$ cat src/rtl/pipe_pkg.sv
// Shared pipeline definitions: opcodes, the bubble instruction, the hazard
// FSM state encoding and field-extraction helpers for instruction words.
package pipe_pkg;

  localparam logic [5:0] OP_RTYPE  = 6'h00;
  localparam logic [5:0] OP_LW     = 6'h23;
  localparam logic [5:0] OP_SW     = 6'h2B;
  localparam logic [5:0] OP_BEQ    = 6'h04;
  localparam logic [5:0] OP_BUBBLE = 6'h3F;

  // Word loaded into IF/ID when it is flushed; decodes as OP_BUBBLE.
  localparam logic [31:0] INST_BUBBLE = 32'hff000000;

  typedef enum logic [1:0] {
    ST_RUN   = 2'd0,
    ST_STALL = 2'd1,
    ST_FLUSH = 2'd2,
    ST_WAIT  = 2'd3
  } state_t;

  function automatic logic [5:0] inst_op(input logic [31:0] inst);
    return inst[31:26];
  endfunction

  function automatic logic [4:0] inst_rs(input logic [31:0] inst);
    return inst[25:21];
  endfunction

  function automatic logic [4:0] inst_rt(input logic [31:0] inst);
    return inst[20:16];
  endfunction

endpackage

$ cat src/rtl/hazard_decode.sv
// Combinational load-use hazard detector: a lw in ID/EX whose destination
// (rt) is read by the instruction sitting in IF/ID. Shared with the
// forwarding unit, so it carries no state.
module hazard_decode
  import pipe_pkg::*;
(
  input  logic [31:0] ifid_inst,
  input  logic [31:0] idex_inst,
  output logic        lu_hit
);

  logic [5:0] if_op;
  logic [4:0] if_rs;
  logic [4:0] if_rt;
  logic [5:0] ex_op;
  logic [4:0] ex_rt;
  logic       reads_rt;
  logic       unused_bits;

  assign if_op = inst_op(ifid_inst);
  assign if_rs = inst_rs(ifid_inst);
  assign if_rt = inst_rt(ifid_inst);
  assign ex_op = inst_op(idex_inst);
  assign ex_rt = inst_rt(idex_inst);

  // Immediate / rs fields of ID/EX and the low half of IF/ID play no part
  // in hazard detection.
  assign unused_bits = ^{ifid_inst[15:0], idex_inst[25:21], idex_inst[15:0]};

  // rt is a source only for R-type, stores and branches.
  assign reads_rt = (if_op == OP_RTYPE) || (if_op == OP_SW) || (if_op == OP_BEQ);

  // A bubble in IF/ID reads nothing; its rs bits are not a real register.
  always_comb begin
    lu_hit = 1'b0;
    if ((ex_op == OP_LW) && (ex_rt != 5'd0) && (if_op != OP_BUBBLE))
      lu_hit = (ex_rt == if_rs) || (reads_rt && (ex_rt == if_rt));
  end

endmodule

$ cat src/rtl/hazard_ctrl.sv
// Pipeline hazard control: load-use stalls, taken-branch flushes and
// data-memory wait states, sequenced by a 4-state FSM with a shared counter.
// Optional build macro HAZ_PERF_CNT_EN adds saturating event counters
// (stall_cnt, flush_cnt, wait_cnt).
module hazard_ctrl
  import pipe_pkg::*;
#(
  parameter int LU_STALL_CYCLES = 1,
  parameter int WAIT_TIMEOUT    = 255,
  parameter int CNT_W           = 8
) (
  input  logic        clk,
  input  logic        rst,
  input  logic [31:0] ifid_inst,
  input  logic [31:0] idex_inst,
  input  logic [31:0] exmem_inst,
  input  logic        branch_taken,
  input  logic        mem_busy,
  output logic        pc_enable,
  output logic        pc_sel_branch,
  output logic        ifid_enable,
  output logic        ifid_flush,
  output logic        idex_nop,
  output logic        exmem_hold,
  output logic        mem_timeout,
`ifdef HAZ_PERF_CNT_EN
  output logic [15:0] stall_cnt,
  output logic [15:0] flush_cnt,
  output logic [15:0] wait_cnt,
`endif
  output logic [1:0]  state_o
);

  localparam logic [CNT_W-1:0] STALL_LAST = CNT_W'(LU_STALL_CYCLES - 1);
  localparam logic [CNT_W-1:0] WAIT_LIMIT = CNT_W'(WAIT_TIMEOUT);

  state_t           state, state_n;
  logic [CNT_W-1:0] cnt, cnt_n;
  logic             tmo_n;
  logic             lu_hit;
  logic             run_dec;
  logic             unused_bits;

  // Branch resolution already arrives as branch_taken; the EX/MEM word
  // itself is not needed by this unit.
  assign unused_bits = ^exmem_inst;

  hazard_decode u_decode (
    .ifid_inst (ifid_inst),
    .idex_inst (idex_inst),
    .lu_hit    (lu_hit)
  );

  assign state_o     = state;
  assign run_dec     = (state == ST_RUN) || ((state == ST_WAIT) && !mem_busy);

  // Outputs and next state. The WAIT exit cycle reuses RUN decoding so a
  // branch or hazard pending behind the memory wait is not lost.
  always_comb begin
    pc_enable     = 1'b0;
    pc_sel_branch = 1'b0;
    ifid_enable   = 1'b0;
    ifid_flush    = 1'b0;
    idex_nop      = 1'b0;
    exmem_hold    = 1'b0;
    state_n       = state;
    cnt_n         = cnt;
    tmo_n         = mem_timeout;

    unique case (state)
      ST_FLUSH: begin
        // Wrong-path instruction now in ID is killed; branch_taken is
        // ignored because EX/MEM holds the bubble from the previous cycle.
        idex_nop    = 1'b1;
        pc_enable   = 1'b1;
        ifid_enable = 1'b1;
        state_n     = ST_RUN;
        cnt_n       = '0;
      end
      ST_STALL: begin
        idex_nop = 1'b1;
        if (mem_busy) begin
          // Remaining bubbles dropped; hazard re-evaluates after the wait.
          state_n = ST_WAIT;
          cnt_n   = CNT_W'(1);
        end else if (cnt == STALL_LAST) begin
          state_n = ST_RUN;
          cnt_n   = '0;
        end else begin
          cnt_n = cnt + CNT_W'(1);
        end
      end
      ST_WAIT: begin
        if (mem_busy) begin
          exmem_hold = 1'b1;
          if (cnt >= WAIT_LIMIT) tmo_n = 1'b1;
          if (cnt != '1) cnt_n = cnt + CNT_W'(1);
        end
      end
      default: ;
    endcase

    if (run_dec) begin
      cnt_n = '0;
      if ((state == ST_RUN) && mem_busy) begin
        exmem_hold = 1'b1;
        state_n    = ST_WAIT;
        cnt_n      = CNT_W'(1);
      end else if (branch_taken) begin
        // Branch beats a simultaneous load-use: the load is wrong-path.
        // IF/ID capture stays on so the flush bubble is actually loaded.
        pc_sel_branch = 1'b1;
        pc_enable     = 1'b1;
        ifid_enable   = 1'b1;
        ifid_flush    = 1'b1;
        idex_nop      = 1'b1;
        state_n       = ST_FLUSH;
      end else if (lu_hit) begin
        idex_nop = 1'b1;
        if (LU_STALL_CYCLES > 1) begin
          state_n = ST_STALL;
          cnt_n   = CNT_W'(1);
        end else begin
          state_n = ST_RUN;
        end
      end else begin
        pc_enable   = 1'b1;
        ifid_enable = 1'b1;
        state_n     = ST_RUN;
      end
    end

    if (rst) begin
      pc_enable     = 1'b0;
      pc_sel_branch = 1'b0;
      ifid_enable   = 1'b0;
      ifid_flush    = 1'b1;
      idex_nop      = 1'b1;
      exmem_hold    = 1'b0;
    end
  end

  // State, counter and sticky timeout registers.
  always_ff @(posedge clk) begin
    if (rst) begin
      state       <= ST_RUN;
      cnt         <= '0;
      mem_timeout <= 1'b0;
    end else begin
      state       <= state_n;
      cnt         <= cnt_n;
      mem_timeout <= tmo_n;
    end
  end

`ifdef HAZ_PERF_CNT_EN
  logic busy_run, stall_evt, flush_evt, wait_evt;

  // Event qualifiers mirror the priority used by the control decode.
  always_comb begin
    busy_run  = (state == ST_RUN) && mem_busy;
    stall_evt = !rst && ((state == ST_STALL) ||
                         (run_dec && !busy_run && !branch_taken && lu_hit));
    flush_evt = !rst && ((state == ST_FLUSH) ||
                         (run_dec && !busy_run && branch_taken));
    wait_evt  = !rst && mem_busy;
  end

  // Saturating event counters.
  always_ff @(posedge clk) begin
    if (rst) begin
      stall_cnt <= '0;
      flush_cnt <= '0;
      wait_cnt  <= '0;
    end else begin
      if (stall_evt && (stall_cnt != 16'hFFFF)) stall_cnt <= stall_cnt + 16'd1;
      if (flush_evt && (flush_cnt != 16'hFFFF)) flush_cnt <= flush_cnt + 16'd1;
      if (wait_evt  && (wait_cnt  != 16'hFFFF)) wait_cnt  <= wait_cnt  + 16'd1;
    end
  end
`endif

endmodule

$ cat config.mk
export PLATFORM = sky130hd
export DESIGN_NAME = hazard_ctrl
export DESIGN_NICKNAME = d
export VERILOG_FILES = /design/src/rtl/pipe_pkg.sv /design/src/rtl/hazard_decode.sv /design/src/rtl/hazard_ctrl.sv
export SDC_FILE = /design/constraint.sdc
export NUM_CORES = 1
export LEC_CHECK = 0
export CAP_MARGIN = 0
export CORE_MARGIN = 10
export CORE_UTILIZATION = 50
export CTS_CLUSTER_SIZE = 20
export DETAILED_ROUTE_END_ITERATION = 8
export DONT_BUFFER_PORTS = 1
export PLACE_DENSITY = 0.62
export SETUP_SLACK_MARGIN = 0.1
export SKIP_LAST_GASP = 1
export SLEW_MARGIN = 40
export SYNTH_ARGS = -nofsm -noshare
export SYNTH_HDL_FRONTEND = slang
export SYNTH_SLANG_ARGS = --single-unit
$ cat constraint.sdc
create_clock -name clk -period 3.1 [get_ports clk]
set_input_delay 0.62 -clock clk [delete_from_list [all_inputs] [get_ports clk]]
set_output_delay 0.62 -clock clk [all_outputs]
set_load 0.02 [all_outputs]
Word level (Yosys, flattened, before mapping). Index checks and enable logic that the tools add are counted.

Register bits: 11. Input port bits: 100. Output and inout bits: 9. Word-level logic and storage cells: 74.

Add/subtract/negate cells: 1. Order comparisons: 1. Equality and inequality tests: 13. Multiplexer cells: 36. Reduce and logical (&&, ||, !) cells: 20.

Operators with widths (count): 8-bit two-way mux (5); 1-bit two-way mux (24); 8-bit one-hot mux with 3 select lines (1); 6-bit equality test (second input constant) (2); 5-bit equality test (2); 2-bit two-way mux (5); 8-bit by 1-bit adder with 8-bit output (second input constant) (1); 8-bit >= comparator (second input constant) (1); 8-bit logical NOT (1); 8-bit inequality test (second input constant) (1); 6-bit by 3-bit equality test with 1-bit output (second input constant) (1); 6-bit logical NOT (1); 6-bit inequality test (second input constant) (1); 3-bit AND reduction (2); 1-bit logical AND (5); 5-bit nonzero test (1); 2-bit equality test (second input constant) (2); 1-bit logical OR (4); 4-bit inequality test (second input constant) (1); 2-bit one-hot mux with 2 select lines (1); 4-bit nonzero test (1); 3-bit by 2-bit inequality test with 1-bit output (second input constant) (1); 3-bit inequality test (second input constant) (1); 3-bit nonzero test (1); 5 further kinds (5).

Logic depth before layout (Yosys ltp).
Depth after elaboration: 11. Mapped depth: 8. Gate-level depth less buffers: 7.

Modules after synthesis. A second synthesis with hierarchy kept.

Cells, all modules: 131. Area total of the unflattened synthesis: 1007.2 sq um.

Modules (own cells, without submodules): hazard_ctrl (instances 1, cells an instance 106, area each 814.5 sq um); hazard_decode (instances 1, cells an instance 25, area each 192.7 sq um).

Worst setup path after synthesis. No wires, ideal clock.

Kind: flip-flop to output port. Start: reg state[0], in the netlist state_o[0]. End: out pc_enable. Arrival time: 2.042 ns. Data required time: 2.480 ns. Path slack: 0.438 ns. Stages on the path, launching flop included: 9. Path through: dfxtp_1 -> inv_1 -> ha_1 -> clkbuf_1 -> nor2_1 -> nor2_1 -> nor2_1 -> a211oi_1 -> buf_4.

Longest elaborated chain between the ends: 7. Elaborated cells on any way between the ends: 12.

RTL lines: start, declared (RTL line hazard_ctrl.sv:37) `state_t state, state_n;`; start signal, assigned (RTL line hazard_ctrl.sv:150) `state <= state_n;`; 2-bit equality test; 1-bit two-way mux (4 in series); 1-bit two-way mux (*) (2 in series); end, declared (RTL line hazard_ctrl.sv:19) `output logic pc_enable,`.

Mark *: on every way between the ends. The rest lies on a longest branch, timed or not.

Worst setup path after layout.
Start: reg state[1], in the netlist state_o[1]. End: out pc_enable.

Longest elaborated chain between the ends: 7. Elaborated cells on any way between the ends: 12.

RTL lines: 2-bit equality test (RTL line hazard_ctrl.sv:70) `unique case (state)`; 1-bit two-way mux (RTL line hazard_ctrl.sv:70); 1-bit two-way mux (RTL line hazard_ctrl.sv:118) `end else if (lu_hit) begin`; 1-bit two-way mux (RTL line hazard_ctrl.sv:109) `end else if (branch_taken) begin`; 1-bit two-way mux (RTL line hazard_ctrl.sv:105) `if ((state == ST_RUN) && mem_busy) begin`; 1-bit two-way mux (*) (RTL line hazard_ctrl.sv:103) `if (run_dec) begin`; 1-bit two-way mux (*) (RTL line hazard_ctrl.sv:133) `if (rst) begin`.

Marked as above.

==> reports/results.ini <==
[run_status]
status = finished, final reports clean

[synth]
synthMuxAreaShare_pct = 0
synthesis.nets = 237
yosys_most_used_dff = dfxtp_1
synth_sequential_area_ratio_pct = 22.2
synth_simple_gate_area_share_pct = 31.1
synth_cell_types = 44
synth-seq-cells = 11
netlist_top_cells_area = dfxtp_1 22%, ha_1 7.6%, xor2_1 7.1%
synth_xor_area_share_pct = 8.83
synthAdderAreaFrac_pct = 7.57
synth_cells = 131
synth_top_family_by_area = simple AND/OR/NAND/NOR gates
synth_top_cell_by_area = dfxtp_1
synth-async-reset-ratio_pct = 0
synth_compound_area_share_pct = 24.1
syn_area_per_cell_um2 = 7.57
synth_edf_count = 0
synth_top_cell_area_share_pct = 22.2
syn-cell-area_um2 = 992
yosys_warnings = 0

[cells_and_area]
drive_above_1_share_pct = 9.16
final_nets = 238
antenna_cells = 0
syn2layout_area_growth_pct = 4.92

[setup_path]
reg2reg_setup_slack_ns = 0.82
critPathMaxStageDelay_ns = 0.52
timing.rr.start = state_o[1]$_SDFFE_PP0P_
cp_data_arrival_time_ns = 1.97
worstRegToRegCells = 6
cp-end-kind = output pin
worst_setup_path_start_kind = register
crit_type = register to output pin
cp_common_cell = nor2_1
required_ns = 2.48
crit_chain = ha_1 > nor2_1 > nor2_1 > nor2_1 > a211oi_2 > buf_4
cpMaxStageDelayCell = dfxtp_1
crit_fanout = 6
r2r_end = cnt[0]$_SDFFE_PP0P_

[die]
core_area_um2 = 1920
die_y_um = 64.5
ios = 109
rows = 16
die_w_um = 64.5
start_util_pct = 51.6
design.die.area_um2 = 4170

[sta]
hold_viol = 0
finalClockSkew_ns = 0.00340
rsz0062_at_grt = false
setup_viol = 0
slew_violations = 0
slew_headroom_pct = 57.4
max_freq_mhz = 385
min_period_ns = 2.59
fin_ws_ns = 0.505
finalCritPeriodShare_pct = 83.7
worst_pin_slew_ns = 0.634
setup_tns_ns = 0

[detailed_routing]
wl_per_cell_um = 16.2
via_per_inst = 5.99
drc = 0
wl_um = 2560
vias = 947
drt-initial-drc-count = 21
drtAntennaViolNets = 0
dr.pass1.iters = 4

[worst_hold_path]
min_path_type = primary input to register
hold_path_depth = 1
hold_start = rst
hold_end = cnt[7]$_SDFFE_PP0P_

[clock_tree]
clock-sinks = 11
ctsHoldBuffers = 0
cts_root_buffer = clkbuf_4
cts.repair.resized = 0
clk_latency_ns = 0.28
cts_tree = yes
htree_levels = 1
cts_made_buffers = 3
clk_pin_slew_ns = 0.08
cts_setup_buffers = 0
clk_path_buf_depth = 2

[global_routing]
grt_first_pass_wirelength_um = 4240
antenna_found_initial = 0
grt_max_degree = 20
grt_pass1_vias = 994
gr-total-overflow = 0
grtUsageTotal_pct = 12.2

[placement]
hpwl_um = 2100
routabilityCongestion = 0.781
dp_slack_ns = 0.539
port_buffers = 0

[pwr]
ir_worst_vdd_v = 0.000241
total_leakage_power_nw = 0.344
p_per_area_nw_per_um2 = 362

[run]
cap_viol_max_count = 0

-- per-layer routing --
layer | vias to the layer above | GRT usage, % | share of wire [%]
met4 | 0 | 2.41 | 1.3
li1 | 480 | - | -
met5 | - | 0 | 0
met1 | 432 | 11.7 | 38
met2 | 31 | 21.3 | 49
met3 | 4 | 8.59 | 12
-- worst max-delay path by stage --
stage,cells after the start,end,from
after floorplan,8,pc_enable,state_o[0]$_SDFFE_PP0P_
after global placement,6,ifid_enable,ifid_inst[26]
after detailed placement,6,pc_enable,ifid_inst[26]
after CTS,6,pc_enable,state_o[0]$_SDFFE_PP0P_
after global routing,7,pc_enable,state_o[0]$_SDFFE_PP0P_
final,6,pc_enable,state_o[1]$_SDFFE_PP0P_
-- critical path, delay by kind of cell, from the launching register on --
kind / cells / cell delay [ns]
flip-flops: 1 / 0.52
adder cells (fa/ha/maj): 1 / 0.37
AO/OA/AOI/OAI: 1 / 0.24
buffers and inverters: 1 / 0.19
AND/OR/NAND/NOR: 3 / 0.38
-- power by group --
group          leakage [nW]  internal, W  switching, W  total [W]
clock                0.0150    0.0000499     0.0000534   0.000103
sequential           0.0893     0.000147     0.0000101   0.000157
combinational         0.240    0.0000476     0.0000695   0.000117
total                 0.344     0.000244      0.000133   0.000377
-- final cells by class --
class,instances,area [µm²]
fillers,205,881
multi-input cells,106,716
clock buffers,4,26.3
repair buffers,2,15.0
inverters,8,30.0
well taps,27,33.8
flip-flops and latches,11,220
-- sequential cells by signal (all words and copies together), names as in the netlist --
signal       flops
cnt              8
mem_timeout      1
state_o          2
-- metrics by stage --
stage / util, % / cells / total power, W / hold slack (ns) / area (µm²)
finish: 54.2 / 158 / 0.000377 / 0.402 / 1040
global route: 54.2 / 158 / 0.000404 / 0.381 / 1040
CTS: 54.2 / 158 / 0.000382 / 0.392 / 1040
detailed placement: 52.8 / 154 / 0.000277 / 0.493 / 1010
global placement: 52.8 / 154 / 0.000275 / 0.485 / 1010
floorplan: - / 131 / 0.000262 / 0.470 / 992
-- logic make-up after synthesis --
| group | after synthesis |
|---|---|
| xor+xnor | 10 |
| simple gates | 56 |
| fa+ha+maj | 6 |
| compound gates | 34 |
| flops | 11 |
| buf+inv | 14 |
-- cell usage in the layout (no fill, tap or decap), types with 2 or more instances in the layout --
cell type / n
nand2_1: 11
dfxtp_1: 11
nor2_1: 10
a21oi_1: 9
inv_1: 8
xor2_1: 8
nand3_1: 8
ha_1: 6
a211oi_1: 5
nor3_1: 4
o21ai_0: 4
or3_1: 4
or4_1: 3
nor4_1: 3
a31oi_1: 3
clkbuf_4: 3
xnor2_1: 2
o31ai_1: 2
buf_4: 2
-- cell usage after synthesis (all sizes together), types with 4 or more instances --
library cell   n
a211oi         6
a21oi          9
buf            4
dfxtp         11
ha             6
inv            8
nand2         11
nand3          8
nor2          11
nor3           4
o21ai          4
or3            5
xor2           8
Note: power is estimated with default switching activity, not from simulation.
